==> src/rtl/meu_serial_adder.sv <==
// Digit-serial adder: adds two WIDTH-bit operands DIGIT bits per clock, LSD first.
// Optional signed-overflow output is enabled by defining MEU_SERIAL_ADDER_OVF_EN.
module meu_serial_adder #(
    parameter int WIDTH = 16,
    parameter int DIGIT = 4
) (
    input  logic             clk_i,
    input  logic             rst_i,
    input  logic             in_valid_i,
    output logic             in_ready_o,
    input  logic [WIDTH-1:0] a_i,
    input  logic [WIDTH-1:0] b_i,
    input  logic             carry_i,
    output logic             out_valid_o,
    input  logic             out_ready_i,
    output logic [WIDTH-1:0] sum_o,
    output logic             carry_o
`ifdef MEU_SERIAL_ADDER_OVF_EN
    ,
    output logic             overflow_o
`endif
);

    localparam int N     = WIDTH / DIGIT;
    localparam int CNT_W = (N > 1) ? $clog2(N) : 1;

    typedef enum logic [1:0] {IDLE, CALC, DONE} state_t;

    state_t             state_q, state_d;
    logic [WIDTH-1:0]   a_q, a_d, b_q, b_d;
    logic               carry_q, carry_d;
    logic [CNT_W-1:0]   cnt_q, cnt_d;
    logic [WIDTH-1:0]   acc_q, acc_d;
    logic [WIDTH-1:0]   sum_q, sum_d;
    logic               cout_q, cout_d;
    logic               in_ready_q, in_ready_d;
    logic               out_valid_q, out_valid_d;
    logic [DIGIT:0]     slice_sum;
    logic [WIDTH-1:0]   acc_shift;
    logic               last_slice;
`ifdef MEU_SERIAL_ADDER_OVF_EN
    logic               ovf_q, ovf_d;
`endif

    assign slice_sum  = {1'b0, a_q[DIGIT-1:0]} + {1'b0, b_q[DIGIT-1:0]}
                      + {{DIGIT{1'b0}}, carry_q};
    assign last_slice = (cnt_q == CNT_W'(N - 1));

    // New digit enters at the top so the full sum is aligned after N slices.
    generate
        if (N == 1) begin : g_single
            assign acc_shift = slice_sum[DIGIT-1:0];
        end else begin : g_multi
            assign acc_shift = {slice_sum[DIGIT-1:0], acc_q[WIDTH-1:DIGIT]};
        end
    endgenerate

    always_comb begin
        state_d = state_q;
        a_d     = a_q;
        b_d     = b_q;
        carry_d = carry_q;
        cnt_d   = cnt_q;
        acc_d   = acc_q;
        sum_d   = sum_q;
        cout_d  = cout_q;
`ifdef MEU_SERIAL_ADDER_OVF_EN
        ovf_d   = ovf_q;
`endif
        case (state_q)
            IDLE: begin
                if (in_valid_i) begin
                    a_d     = a_i;
                    b_d     = b_i;
                    carry_d = carry_i;
                    cnt_d   = '0;
                    acc_d   = '0;
                    state_d = CALC;
                end
            end
            CALC: begin
                a_d     = a_q >> DIGIT;
                b_d     = b_q >> DIGIT;
                carry_d = slice_sum[DIGIT];
                acc_d   = acc_shift;
                cnt_d   = cnt_q + CNT_W'(1);
                if (last_slice) begin
                    state_d = DONE;
                    sum_d   = acc_shift;
                    cout_d  = slice_sum[DIGIT];
`ifdef MEU_SERIAL_ADDER_OVF_EN
                    // Equal operand signs with a differing result sign is signed overflow.
                    ovf_d   = (a_q[DIGIT-1] == b_q[DIGIT-1])
                            && (slice_sum[DIGIT-1] != a_q[DIGIT-1]);
`endif
                end
            end
            DONE: begin
                if (out_ready_i) begin
                    state_d = IDLE;
                end
            end
            default: state_d = IDLE;
        endcase
        in_ready_d  = (state_d == IDLE);
        out_valid_d = (state_d == DONE);
    end

    always_ff @(posedge clk_i or posedge rst_i) begin
        if (rst_i) begin
            state_q     <= IDLE;
            a_q         <= '0;
            b_q         <= '0;
            carry_q     <= 1'b0;
            cnt_q       <= '0;
            acc_q       <= '0;
            sum_q       <= '0;
            cout_q      <= 1'b0;
            in_ready_q  <= 1'b1;
            out_valid_q <= 1'b0;
`ifdef MEU_SERIAL_ADDER_OVF_EN
            ovf_q       <= 1'b0;
`endif
        end else begin
            state_q     <= state_d;
            a_q         <= a_d;
            b_q         <= b_d;
            carry_q     <= carry_d;
            cnt_q       <= cnt_d;
            acc_q       <= acc_d;
            sum_q       <= sum_d;
            cout_q      <= cout_d;
            in_ready_q  <= in_ready_d;
            out_valid_q <= out_valid_d;
`ifdef MEU_SERIAL_ADDER_OVF_EN
            ovf_q       <= ovf_d;
`endif
        end
    end

    assign in_ready_o  = in_ready_q;
    assign out_valid_o = out_valid_q;
    assign sum_o       = sum_q;
    assign carry_o     = cout_q;
`ifdef MEU_SERIAL_ADDER_OVF_EN
    assign overflow_o  = ovf_q;
`endif

endmodule

==> config.mk <==
export PLATFORM = sky130hd
export DESIGN_NAME = meu_serial_adder
export DESIGN_NICKNAME = d
export VERILOG_FILES = /design/src/rtl/meu_serial_adder.sv
export SDC_FILE = /design/constraint.sdc
export NUM_CORES = 1
export LEC_CHECK = 0
export BUFFER_PORTS_ARGS = -buffer_cell sky130_fd_sc_hd__buf_2
export CAP_MARGIN = 20
export CORE_UTILIZATION = 49
export DETAILED_ROUTE_END_ITERATION = 8
export GPL_ROUTABILITY_DRIVEN = 1
export PLACE_DENSITY = 0.76
export SLEW_MARGIN = 15
export SYNTH_ARGS = -nofsm -noshare
export SYNTH_HDL_FRONTEND = slang
export SYNTH_SLANG_ARGS = --single-unit
==> constraint.sdc <==
create_clock -name clk_i -period 1.7 [get_ports clk_i]
set_input_delay 0.17 -clock clk_i [delete_from_list [all_inputs] [get_ports clk_i]]
set_output_delay 0.17 -clock clk_i [all_outputs]
set_load 0.01 [all_outputs]
# Yosys cells after proc, flatten, opt, wreduce, memory -nomap -nowiden

Index checks and enable logic that the tools add are counted.

Register bits: 72
Input bits: 37
Output and inout bits: 19
Word-level logic and storage cells: 37

Add/sub/neg operators: 3
Equal/unequal tests: 5
Multiplexer cells: 14
Reductions and logical operators: 5

Operators by type and width:

| kind                  | number |
|---|---|
| $pmux W16 S2          | 3 |
| $mux W16              | 3 |
| $mux W2               | 4 |
| $eq A2 B2 Y1 const B  | 3 |
| $pmux W2 S3           | 1 |
| $add A4 B4 Y5         | 1 |
| $add A5 B1 Y5         | 1 |
| $logic_not A2 Y1      | 2 |
| $pmux W2 S2           | 1 |
| $reduce_and A2 Y1     | 2 |
| $add A2 B1 Y2 const B | 1 |
| $eq A2 B1 Y1 const B  | 1 |
| $ne A2 B2 Y1 const B  | 1 |
| $pmux W1 S2           | 1 |
| $reduce_bool A2 Y1    | 1 |
| $mux W1               | 1 |

# Depth between registers and ports, before layout

Gate-level depths: netlist of the first run.

Depth in word-level cells: 4
Depth in mapped cells: 7

# Worst setup path after synthesis of the first run

No wires, ideal clock.

Path kind: flip-flop to flip-flop
From: register a_q[0]
To: register carry_q
Setup time: 83 ps
Arrival time: 1,542 ps
Data required time: 1,617 ps
Slack: 75 ps
Cell stages (with the launch flop): 8
Buffers on the path: 0
Path through: dfrtp_1 -> inv_1 -> fa_1 -> fa_1 -> inv_1 -> a21o_1 -> a21oi_1 -> o21ai_0

Cells in the longest elaborated chain, start to end: 3

Ends and longest elaborated chain:

| element                | RTL line | text |
|---|---|---|
| start, declared        | 30       | `logic [WIDTH-1:0] a_q, a_d, b_q, b_d;` |
| start signal, assigned | 112      | `a_q <= '0;` |
| start signal, assigned | 126      | `a_q <= a_d;` |
| $add A4 B4 Y5          | 45       | `assign slice_sum = {1'b0, a_q[DIGIT-1:0]} + {1'b0, b_q[DIGIT-1:0]}` |
| $add A5 B1 Y5          | 46       | `+ {{DIGIT{1'b0}}, carry_q};` |
| $pmux W1 S2            | 70       | `case (state_q)` |
| end signal, assigned   | 128      | `carry_q <= carry_d;` |
| end, declared          | 31       | `logic carry_q, carry_d;` |

No other way between the ends.
A chain may end at the register's enable or synchronous reset.

# Worst setup path in the final report of the first run

Same ends and word-level chain as after synthesis.

==> results of run 1 <==
## stage by stage
step	area (um2)	utilization [%]	setup TNS [ps]	instances
6_report	3530	62.2	0	391
5_1_grt	3530	62.2	0	391
4_1_cts	3530	62.2	0	391
3_5_place_dp	3350	59.0	-81.2	375
3_3_place_gp	3350	59.0	0	375
2_1_floorplan	2980	-	0	254
## flip-flops by register name (all words and copies together), names as in the netlist
name         count
carry_o          1
state_q          2
carry_q          1
acc_q           12
out_valid_o      1
in_ready_o       1
b_q             16
a_q             16
sum_o           16
cnt_q            2
## timing repair
item	4_1_cts	5_1_grt
setup endpoints to repair	4	1
hold endpoints to repair	67	0
gates resized for setup	2	1
hold buffers	1	0
## critical path, cell delays in order, from the launching register on
cell and delay, ps:
sky130_fd_sc_hd__dfrtp_1 350, sky130_fd_sc_hd__inv_1 70, sky130_fd_sc_hd__fa_2 400, sky130_fd_sc_hd__fa_2 360, sky130_fd_sc_hd__inv_1 60, sky130_fd_sc_hd__a21o_1 110, sky130_fd_sc_hd__a21oi_1 70, sky130_fd_sc_hd__o21ai_0 150
## synth_stat cells
cell type / n
sky130_fd_sc_hd__xnor2_1: 1
sky130_fd_sc_hd__ha_1: 4
sky130_fd_sc_hd__mux2i_1: 24
sky130_fd_sc_hd__nor3b_1: 2
sky130_fd_sc_hd__a22o_1: 12
sky130_fd_sc_hd__nand2_1: 40
sky130_fd_sc_hd__fa_1: 2
sky130_fd_sc_hd__clkbuf_1: 5
sky130_fd_sc_hd__xor2_1: 1
sky130_fd_sc_hd__dfstp_2: 1
sky130_fd_sc_hd__inv_1: 7
sky130_fd_sc_hd__o21a_1: 1
sky130_fd_sc_hd__buf_4: 5
sky130_fd_sc_hd__buf_6: 3
sky130_fd_sc_hd__mux2_2: 4
sky130_fd_sc_hd__a21oi_1: 9
sky130_fd_sc_hd__buf_2: 3
sky130_fd_sc_hd__mux2_4: 8
sky130_fd_sc_hd__a21o_1: 1
sky130_fd_sc_hd__o21ai_1: 4
sky130_fd_sc_hd__nand2b_1: 2
sky130_fd_sc_hd__o21ai_0: 39
sky130_fd_sc_hd__nand2_4: 1
sky130_fd_sc_hd__dfrtp_1: 67
sky130_fd_sc_hd__o21bai_2: 1
sky130_fd_sc_hd__nor2b_1: 7
## cell type report
| cell class | instances | area, um2 | area share [%] |
|---|---|---|---|
| Sequential cell | 68 | 1700 | 48.2 |
| Clock buffer | 13 | 159 | 4.50 |
| Multi-Input combinational cell | 163 | 1150 | 32.6 |
| Tap cell | 72 | 90.1 | 2.55 |
| Inverter | 7 | 30.0 | 0.851 |
| Clock inverter | 2 | 10.0 | 0.284 |
| Timing Repair Buffer | 66 | 385 | 10.9 |
## power groups by stage
stage	combinational (mW)	sequential (mW)	clock, mW
6_report	2.84	2.71	1.16
5_1_grt	3.18	2.80	1.27
4_1_cts	2.89	2.72	1.20
3_5_place_dp	2.87	2.75	0
3_3_place_gp	2.76	2.72	0
2_1_floorplan	2.14	2.74	0
## metal layers
| metal | up-vias | track usage (%) |
|---|---|---|
| met4 | 0 | 9.11 |
| met3 | 4 | 6.17 |
| met5 | - | 0 |
| met2 | 54 | 29.7 |
| li1 | 1000 | - |
| met1 | 973 | 25.2 |
## worst max path at each step
stage                        from                   to  slack (ps)  cells after the start
2_1_floorplan  a_q[0]$_DFFE_PP0P_  carry_q$_DFFE_PP0P_          80                      7
4_1_cts        a_q[0]$_DFFE_PP0P_  carry_q$_DFFE_PP0P_          60                      7
6_report       a_q[0]$_DFFE_PP0P_  carry_q$_DFFE_PP0P_          50                      7
3_3_place_gp   a_q[0]$_DFFE_PP0P_  carry_q$_DFFE_PP0P_          20                      7
3_5_place_dp   a_q[0]$_DFFE_PP0P_  carry_q$_DFFE_PP0P_         -40                      7
5_1_grt        a_q[0]$_DFFE_PP0P_  carry_q$_DFFE_PP0P_          20                      7
## logic make-up (layout without fill, tap and decap cells)
kind of cell / count (synthesis) / in the layout / share of synthesized area (%)
AO/OA/AOI/OAI: 67 / 67 / 13.2
XOR/XNOR: 2 / 2 / 0.590
adder cells (fa/ha/maj): 6 / 6 / 3.03
buffers and inverters: 23 / 88 / 4.42
flip-flops: 68 / 68 / 57.3
multiplexers: 36 / 36 / 13.6
AND/OR/NAND/NOR: 52 / 52 / 7.83
==> out/qor_table.md, run 1 <==
| Item | This run |
| --- | --- |
| Most area-hungry cell type in the Yosys netlist | sky130_fd_sc_hd__dfrtp_1 |
| H-tree lvl count | 3 |
| Setup WS pre-CTS | -44.9 ps |
| Slack of the worst reg-to-reg path | 50 ps |
| Normalized max-slew margin | 72.4% |
| Uppermost layer routed | met4 |
| Switching Fraction | 36.1% |
| Row count | 27 |
| Cells on Worst Hold Path | 2 |
| Startpoint Class | register |
| Overflow left after global routing | 0 |
| Critical path data required time | 1950 ps |
| Result of the run | finished, final reports clean |
| Worst Path Class, Setup | reg2reg |
| Synth Cell Area | 0.00297 mm2 |
| Worst hold margin | 52.5 ps |
| Die Width | 79.9 um |
| Critical Path End Type | register |
| Vertical extent of the die | 79.9 um |
| HPWL after DPL | 3.79 mm |
| Time the final worst path needs with I/O delays and setup | 1650 ps |
| Antenna violations before repair | 0 |
| Area Overhead vs Synth | 18.8% |
| Switching power summed over all nets | 2.42 mW |
| Largest net degree at the start of global routing | 69 |
| Total power density per cell area | 1900 mW/mm2 |
| Most area-consuming cells after synthesis | sky130_fd_sc_hd__dfrtp_1 (56%), sky130_fd_sc_hd__mux2i_1 (8.1%), sky130_fd_sc_hd__o21ai_0 (6.6%), sky130_fd_sc_hd__nand2_1 (5.1%), sky130_fd_sc_hd__mux2_4 (4.0%) |
| Count of different cell masters after synthesis | 26 |
| Slew at the pin with the worst max-slew slack | 413 ps |
| Input/output buffers | 55 |
| Fill cell count | 494 |
| Global-route wire length before repair | 9.32 mm |
| Number of standard cells after synthesis | 254 |
| Commonest non-fill, non-tap cells in the layout | sky130_fd_sc_hd__dfrtp_1 (67), sky130_fd_sc_hd__buf_2 (55), sky130_fd_sc_hd__nand2_1 (40) |
| Effective utilization at floorplan | 52.4% |
| Number of nets still failing antenna checks after routing | 0 |
| Length of the first detailed-routing pass in iterations | 4 |
| Worst supply voltage drop on vdd | 1.19 mV |
| # diodes | 0 |
| Vias | 2,031 |
| Detail-routed net length per standard cell | 13.8 um |
| Root Driver | sky130_fd_sc_hd__clkbuf_8 |
| Reg-to-reg endpoint | carry_q$_DFFE_PP0P_ |
| Count of endpoints failing hold in the final timing report | 0 |
| Number of warnings reported in the yosys synthesis log | 0 |
| Cell leakage power | 1.78 nW |
| Vias per inst | 5.19 |
| Part of the cycle the worst path needs | 97.0% |
| Later-pin clock latency in the skew report | 330 ps |
| Mapped Nets | 297 |
| Maximum net fanout on the critical path | 2 |
| Global-route total usage across every layer | 19.5% |
| Number of cells on the worst reg-to-reg path | 7 |
| Sequential share of the synthesized area | 57.3% |
| Relative contribution of sequential cells to total power | 40.5% |
| Area of the die | 0.00638 mm2 |
| Startpoint of the worst hold path | a_i[12] |
| Met2 routed WL | 2.53 mm |
| Count of endpoints failing setup in the final report | 0 |
| Total length of routed met3 wires | 249 um |
| Worst min-delay path category | in2reg |
| Aggregate routed wire length | 5.40 mm |
| Sink of the worst hold path | a_q[12]$_DFFE_PP0P_ |
| Fraction of layout cells with a size suffix above 1 | 30.4% |
| Number of buffers on the longest clock path | 2 |
| Signal arrival time at the worst endpoint | 1900 ps |
| Max-cap violations | 0 |
| Fin. max-slew vios | 0 |
| Initial DRC Count | 58 |
| Clock net sink count | 68 |
| Final GP Congestion | 0.710 |
| # nets final | 358 |
| Most frequent standard cell in the layout excluding fill and tap cells | sky130_fd_sc_hd__dfrtp_1 |
| RSZ-0062 raised after global routing | no |
| Overall power | 6.71 mW |
| Worst reg2reg startpoint | a_q[0]$_DFFE_PP0P_ |
| Count of state elements after synthesis | 68 |
| DRC violation count after routing | 0 |
| Detailed-route wire length on metal 1 | 2.57 mm |
| Clock slew seen by the registers of the worst setup and hold paths | 70 ps |
| TritonCTS clock tree | built |
| Share of the synthesized area in the top cell type | 56.4% |
| Crit path setup slack, layout | 51.2 ps |
| Number of global-route vias before repair | 2,013 |
| Num CTS Buffers | 9 |
| Area of the core | 0.00568 mm2 |
| Clock Power Share | 17.2% |
| Max Freq | 0.607 GHz |
| Design internal power | 4.29 mW |
| Buffers inserted by post-CTS timing repair | 0 |
| Avg Cell Area, Syn | 11.7 um2 |
| # IOs | 56 |
| Final worst clock skew | 3.66 ps |
| Comb power frac | 42.3% |
Power figures use the tool's default switching activity.
==> run 2: changes to the inputs <==
--- a/config.mk
+++ b/config.mk
@@ -7,6 +7,7 @@
 export LEC_CHECK = 0
 export BUFFER_PORTS_ARGS = -buffer_cell sky130_fd_sc_hd__buf_2
 export CAP_MARGIN = 20
+export CORE_MARGIN = 10
 export CORE_UTILIZATION = 49
 export DETAILED_ROUTE_END_ITERATION = 8
 export GPL_ROUTABILITY_DRIVEN = 1
==> out/qor_table.md, run 2 (synthesis gave the netlist of run 1 again) <==
| Item | This run | vs previous |
| --- | --- | --- |
| Result of the run | finished, final reports clean |  |
| TritonCTS clock tree | built |  |
| Number of nets still failing antenna checks after routing | 0 | unchanged |
| Count of endpoints failing setup in the final report | 0 | unchanged |
| Fill cell count | 474 | -4.0% |
| Time the final worst path needs with I/O delays and setup | 1650 ps | +4.61 ps |
| Design internal power | 4.72 mW | +10% |
| Buffers inserted by post-CTS timing repair | 0 | unchanged |
| Area of the core | 0.00592 mm2 | +4.3% |
| Relative contribution of sequential cells to total power | 37.6% | -2.9 points |
| Maximum net fanout on the critical path | 2 | unchanged |
| Number of global-route vias before repair | 2,155 | +7.1% |
| Clock Power Share | 21.4% | +4.2 points |
| Signal arrival time at the worst endpoint | 1910 ps | about the same |
| Comb power frac | 41.0% | -1.3 points |
| Sequential cell area | 0.00170 mm2 | unchanged |
| RSZ-0062 raised after global routing | yes |  |
| Die Width | 97.9 um | +23% |
| Fin. max-slew vios | 0 | unchanged |
| Startpoint Class | register |  |
| Worst min-delay path category | in2reg |  |
| Total power density per cell area | 2000 mW/mm2 | +5.3% |
| Commonest non-fill, non-tap cells in the layout | sky130_fd_sc_hd__dfrtp_1 (67), sky130_fd_sc_hd__buf_2 (55), sky130_fd_sc_hd__nand2_1 (40) |  |
| Worst supply voltage drop on vdd | 0.974 mV | -18% |
| H-tree lvl count | 3 | unchanged |
| Global-route wire length before repair | 10.4 mm | +11% |
| Initial DRC Count | 64 | +10% |
| Later-pin clock latency in the skew report | 330 ps | about the same |
| Setup WS pre-CTS | -181 ps | -136 ps |
| Area Overhead vs Synth | 21.8% |  |
| Global-route total usage across every layer | 13.1% | -6.4 points |
| Non-filler cells in the finished layout | 396 | +1.3% |
| Max-cap violations | 0 | unchanged |
| Count of endpoints failing hold in the final timing report | 0 | unchanged |
| Cell Count Post-Placement | 379 | +1.1% |
| Num CTS Buffers | 9 | unchanged |
| Critical path data required time | 1950 ps | about the same |
| Final GP Congestion | 0.795 | +12% |
| Clock slew seen by the registers of the worst setup and hold paths | 70 ps | about the same |
| Post-route core utilization | 61.1% | -1.1 points |
| Fraction of layout cells with a size suffix above 1 | 31.5% | +1.1 points |
| Switching power summed over all nets | 2.52 mW | +4.2% |
| Cell leakage power | 1.81 nW | +2.1% |
| # IOs | 56 | unchanged |
| # nets final | 359 | +0.28% |
| DRC violation count after routing | 0 | unchanged |
| Root Driver | sky130_fd_sc_hd__clkbuf_8 |  |
| Aggregate routed wire length | 6.13 mm | +13% |
| Detail-routed net length per standard cell | 15.5 um | +12% |
| Slew at the pin with the worst max-slew slack | 408 ps | -4.78 ps |
| Multi-input gate area in the final layout | 0.00116 mm2 | +0.33% |
| Number of buffers on the longest clock path | 2 | unchanged |
| Area of the die | 0.00958 mm2 | +50% |
| Part of the cycle the worst path needs | 97.3% | +0.27 points |
| Overflow left after global routing | 0 | unchanged |
| Final worst clock skew | 5.62 ps | +1.96 ps |
| Max Freq | 0.605 GHz | -0.28% |
| Row count | 28 | +3.7% |
| Length of the first detailed-routing pass in iterations | 4 | unchanged |
| Normalized max-slew margin | 72.7% | +0.32 points |
| # diodes | 0 | unchanged |
| Vias | 2,011 | -0.98% |
| Vias per inst | 5.08 | -2.2% |
| HPWL after DPL | 4.41 mm | +16% |
| Switching Fraction | 34.8% | -1.3 points |
| Antenna violations before repair | 0 | unchanged |
| Clock net sink count | 68 | unchanged |
| Effective utilization at floorplan | 50.2% | -2.2 points |
| Worst Path Class, Setup | reg2reg |  |
| Critical Path End Type | register |  |
| Crit path setup slack, layout | 46.6 ps | -4.61 ps |
| Input/output buffers | 55 | unchanged |
| Largest net degree at the start of global routing | 53 | -23% |
| Vertical extent of the die | 97.9 um | +23% |
| Most frequent standard cell in the layout excluding fill and tap cells | sky130_fd_sc_hd__dfrtp_1 |  |
-- run 2: worst paths after layout --
| kind | startpoint | end | slack [ps] | cells past startpoint |
|---|---|---|---|---|
| max | a_q[0]$_DFFE_PP0P_ | carry_o$_DFFE_PP0P_ | 50 | 7 |
| min | a_i[14] | a_q[14]$_DFFE_PP0P_ | 50 | 2 |
| max reg2reg | a_q[0]$_DFFE_PP0P_ | carry_o$_DFFE_PP0P_ | 50 | 7 |
| min reg2reg | b_q[0]$_DFFE_PP0P_ | b_q[0]$_DFFE_PP0P_ | 480 | 2 |
| max in group asynchronous | rst_i | in_ready_o$_DFF_PP1_ | 690 | 4 |
| min in group asynchronous | rst_i | sum_o[2]$_DFFE_PP0P_ | 380 | 3 |
-- run 2: critical path, stage by stage (launching register included) --
cell,delay [ps]
sky130_fd_sc_hd__dfrtp_1,360
sky130_fd_sc_hd__inv_2,50
sky130_fd_sc_hd__fa_2,410
sky130_fd_sc_hd__fa_2,360
sky130_fd_sc_hd__inv_1,60
sky130_fd_sc_hd__a21o_1,130
sky130_fd_sc_hd__a21oi_2,70
sky130_fd_sc_hd__o21ai_1,140
-- run 2: layout make-up --
cell class	count	share of cell area, %
multi-input combinational	163	31.9
inverter	7	0.830
timing repair buffer	67	11.2
tap	75	2.59
clock buffer	11	3.63
clock inverter	5	2.77
sequential	68	47.0
-- run 2: timing repair --
action / in CTS / in global routing
resized for setup: 3 / 3
pin swaps: 0 / 0
cloned: 0 / 0
setup endpoints to repair: 4 / 2
endpoints found under the hold margin: 16 / 0
hold buffers: 1 / 0
-- run 2: power by group through the flow --
stage | registers [mW] | clock network [mW] | logic, mW
after global routing | 2.82 | 1.67 | 3.32
after global placement | 2.71 | 0 | 2.84
after detailed placement | 2.76 | 0 | 2.97
final | 2.73 | 1.55 | 2.97
after floorplan | 2.74 | 0 | 2.14
after CTS | 2.73 | 1.59 | 3.01
-- run 2: layer usage --
layer | wire length (um) | track usage [%] | vias up
met1 | 2760 | 16.2 | 951
met2 | 2780 | 19.6 | 55
met3 | 477 | 5.21 | 11
li1 | - | - | 994
met5 | 0 | 0 | -
met4 | 109 | 6.15 | 0
-- run 2: through the flow --
stage	TNS (ps)	area [um2]	power [mW]	hold WS, ps
6_report	0	3620	7.24	52.0
5_1_grt	-14.7	3620	7.81	50.0
4_1_cts	0	3620	7.33	36.5
3_5_place_dp	-304	3370	5.73	185
3_3_place_gp	0	3370	5.56	180
2_1_floorplan	0	2980	4.88	303
==> run 3: changes to the inputs <==
--- a/config.mk
+++ b/config.mk
@@ -7,11 +7,13 @@
 export LEC_CHECK = 0
 export BUFFER_PORTS_ARGS = -buffer_cell sky130_fd_sc_hd__buf_2
 export CAP_MARGIN = 20
+export CELL_PAD_IN_SITES_DETAIL_PLACEMENT = 1
+export CELL_PAD_IN_SITES_GLOBAL_PLACEMENT = 2
 export CORE_MARGIN = 10
-export CORE_UTILIZATION = 49
+export CORE_UTILIZATION = 32
 export DETAILED_ROUTE_END_ITERATION = 8
 export GPL_ROUTABILITY_DRIVEN = 1
-export PLACE_DENSITY = 0.76
+export PLACE_DENSITY = 0.75
 export SLEW_MARGIN = 15
 export SYNTH_ARGS = -nofsm -noshare
 export SYNTH_HDL_FRONTEND = slang
==> out/qor_table.md, run 3 (synthesis gave the netlist of run 1 again) <==
| Item | This run | vs previous |
| --- | --- | --- |
| Part of the cycle the worst path needs | 97.3% | about the same |
| TritonCTS clock tree | built |  |
| Effective utilization at floorplan | 32.5% | -18 points |
| Fraction of layout cells with a size suffix above 1 | 31.5% | unchanged |
| Multi-input gate area in the final layout | 0.00116 mm2 | unchanged |
| Area of the core | 0.00915 mm2 | +55% |
| Number of nets still failing antenna checks after routing | 0 | unchanged |
| Critical path data required time | 1960 ps | about the same |
| Cell leakage power | 1.78 nW | -1.7% |
| Detail-routed net length per standard cell | 15.7 um | +1.3% |
| Area Overhead vs Synth | 21.1% |  |
| Global-route total usage across every layer | 10.6% | -2.5 points |
| Result of the run | finished, final reports clean |  |
| Final worst clock skew | 6.37 ps | +0.752 ps |
| Clock slew seen by the registers of the worst setup and hold paths | 70 ps | about the same |
| Sequential cell area | 0.00170 mm2 | unchanged |
| Fin. max-slew vios | 0 | unchanged |
| Later-pin clock latency in the skew report | 340 ps | about the same |
| Critical Path End Type | register |  |
| Area of the die | 0.0135 mm2 | +41% |
| DP Area | 0.00341 mm2 | +1.1% |
| Global-route wire length before repair | 11.2 mm | +8.7% |
| Row count | 35 | +25% |
| Worst min-delay path category | in2reg |  |
| Signal arrival time at the worst endpoint | 1910 ps | about the same |
| Worst supply voltage drop on vdd | 0.709 mV | -27% |
| Maximum net fanout on the critical path | 2 | unchanged |
| Clock net sink count | 68 | unchanged |
| # IOs | 56 | unchanged |
| Length of the first detailed-routing pass in iterations | 4 | unchanged |
| Input/output buffers | 55 | unchanged |
| Die Width | 116 um | +19% |
| RSZ-0062 raised after global routing | yes |  |
| Normalized max-slew margin | 67.4% | -5.3 points |
| Final GP Congestion | 0.700 | -12% |
| Worst Path Class, Setup | reg2reg |  |
| # diodes | 0 | unchanged |
| Time the final worst path needs with I/O delays and setup | 1650 ps | +0.846 ps |
| Vias per inst | 4.69 | -7.7% |
| Number of global-route vias before repair | 2,263 | +5.0% |
| Cells on Worst Hold Path | 2 | unchanged |
| Root Driver | sky130_fd_sc_hd__clkbuf_8 |  |
| Initial DRC Count | 81 | +27% |
| DRC violation count after routing | 0 | unchanged |
| Vertical extent of the die | 116 um | +19% |
| Number of buffers on the longest clock path | 2 | unchanged |
| Final std cell area, no fill | 0.00360 mm2 | -0.62% |
| # nets final | 359 | unchanged |
| Num CTS Buffers | 9 | unchanged |
| Number of cells on the worst reg-to-reg path | 7 | unchanged |
| HPWL after DPL | 4.95 mm | +12% |
| Fill cell count | 1,030 | +120% |
| Total power density per cell area | 1900 mW/mm2 | -5.0% |
| Most frequent standard cell in the layout excluding fill and tap cells | sky130_fd_sc_hd__dfrtp_1 |  |
| Count of endpoints failing hold in the final timing report | 0 | unchanged |
| Overflow left after global routing | 0 | unchanged |
| Count of endpoints failing setup in the final report | 0 | unchanged |
| Setup total negative slack | 0 ps | unchanged |
| Commonest non-fill, non-tap cells in the layout | sky130_fd_sc_hd__dfrtp_1 (67), sky130_fd_sc_hd__buf_2 (55), sky130_fd_sc_hd__nand2_1 (40) |  |
| Max Freq | 0.605 GHz | about the same |
| Vias | 2,024 | +0.65% |
| Startpoint Class | register |  |
| Aggregate routed wire length | 6.77 mm | +11% |
| Slew at the pin with the worst max-slew slack | 487 ps | +78.7 ps |
| Antenna violations before repair | 0 | unchanged |
| H-tree lvl count | 3 | unchanged |
| Max-cap violations | 0 | unchanged |
| Largest net degree at the start of global routing | 32 | -40% |
run 3: cell count changes in the layout (fill, tap and decap cells not counted):
cell / previous run / this run
sky130_fd_sc_hd__clkinv_2: 2 / 3
sky130_fd_sc_hd__inv_1: 5 / 4
sky130_fd_sc_hd__clkbuf_1: 2 / 3
sky130_fd_sc_hd__inv_2: 1 / 2
sky130_fd_sc_hd__bufinv_16: 3 / 0
sky130_fd_sc_hd__clkbuf_8: 9 / 10
run 3: report_power, final:
| group | leakage (nW) | internal [mW] | switching [mW] | total [mW] |
|---|---|---|---|---|
| sequential | 0.868 | 2.32 | 0.404 | 2.72 |
| clock | 0.0872 | 0.563 | 0.577 | 1.14 |
| combinational | 0.827 | 1.42 | 1.55 | 2.97 |
| total | 1.78 | 4.30 | 2.53 | 6.84 |
run 3: worst max-delay path, stage by stage, from the launching register on:
cell and delay [ps]:
sky130_fd_sc_hd__dfrtp_1 360, sky130_fd_sc_hd__inv_2 50, sky130_fd_sc_hd__fa_2 400, sky130_fd_sc_hd__fa_2 400, sky130_fd_sc_hd__inv_2 60, sky130_fd_sc_hd__a21o_1 110
sky130_fd_sc_hd__a21oi_2 50, sky130_fd_sc_hd__o21ai_1 150
run 3: layer usage:
metal / GRT usage [%] / vias up / share of wire (%)
met5: 0 / - / 0
met4: 2.50 / 0 / 1.0
met3: 4.37 / 9 / 6.8
met2: 16.4 / 51 / 46
met1: 13.4 / 973 / 46
li1: - / 991 / -
run 3: timing repair:
action,4_1_cts,5_1_grt
hold endpoints to repair,18,0
endpoints found under the setup margin,4,2
buffers inserted,0,1
hold buffers,1,0
resized for setup,3,4
pin swaps,0,5
run 3: path summary, 6_finish.rpt:
check / from / to / slack (ps)
setup / recovery: carry_q$_DFFE_PP0P_ / carry_o$_DFFE_PP0P_ / 50
max in group asynchronous: rst_i / acc_q[15]$_DFFE_PP0P_ / 700
hold reg to reg: b_q[8]$_DFFE_PP0P_ / b_q[8]$_DFFE_PP0P_ / 480
hold / removal: a_i[13] / a_q[13]$_DFFE_PP0P_ / 40
setup reg to reg: carry_q$_DFFE_PP0P_ / carry_o$_DFFE_PP0P_ / 50
min in group asynchronous: rst_i / sum_o[9]$_DFFE_PP0P_ / 400
run 3: stage by stage:
stage | total power [mW] | util (%) | worst slack [ps] | hold slack (ps) | std cells
floorplan | 4.88 | - | 75.4 | 303 | 254
global placement | 5.62 | 37.2 | 0.396 | 209 | 414
detailed placement | 5.76 | 37.2 | -110 | 217 | 414
CTS | 6.95 | 39.2 | 35.4 | 26.0 | 431
global route | 7.43 | 39.3 | -27.1 | 33.4 | 432
finish | 6.84 | 39.3 | 45.8 | 39.2 | 432
run 3: cell type report:
cell class / instances / area share (%)
sequential: 68 / 47.3
multi-input combinational: 163 / 32.1
timing repair buffer: 67 / 11.3
clock buffer: 13 / 4.14
tap: 111 / 3.86
inverter: 7 / 0.835
clock inverter: 3 / 0.417
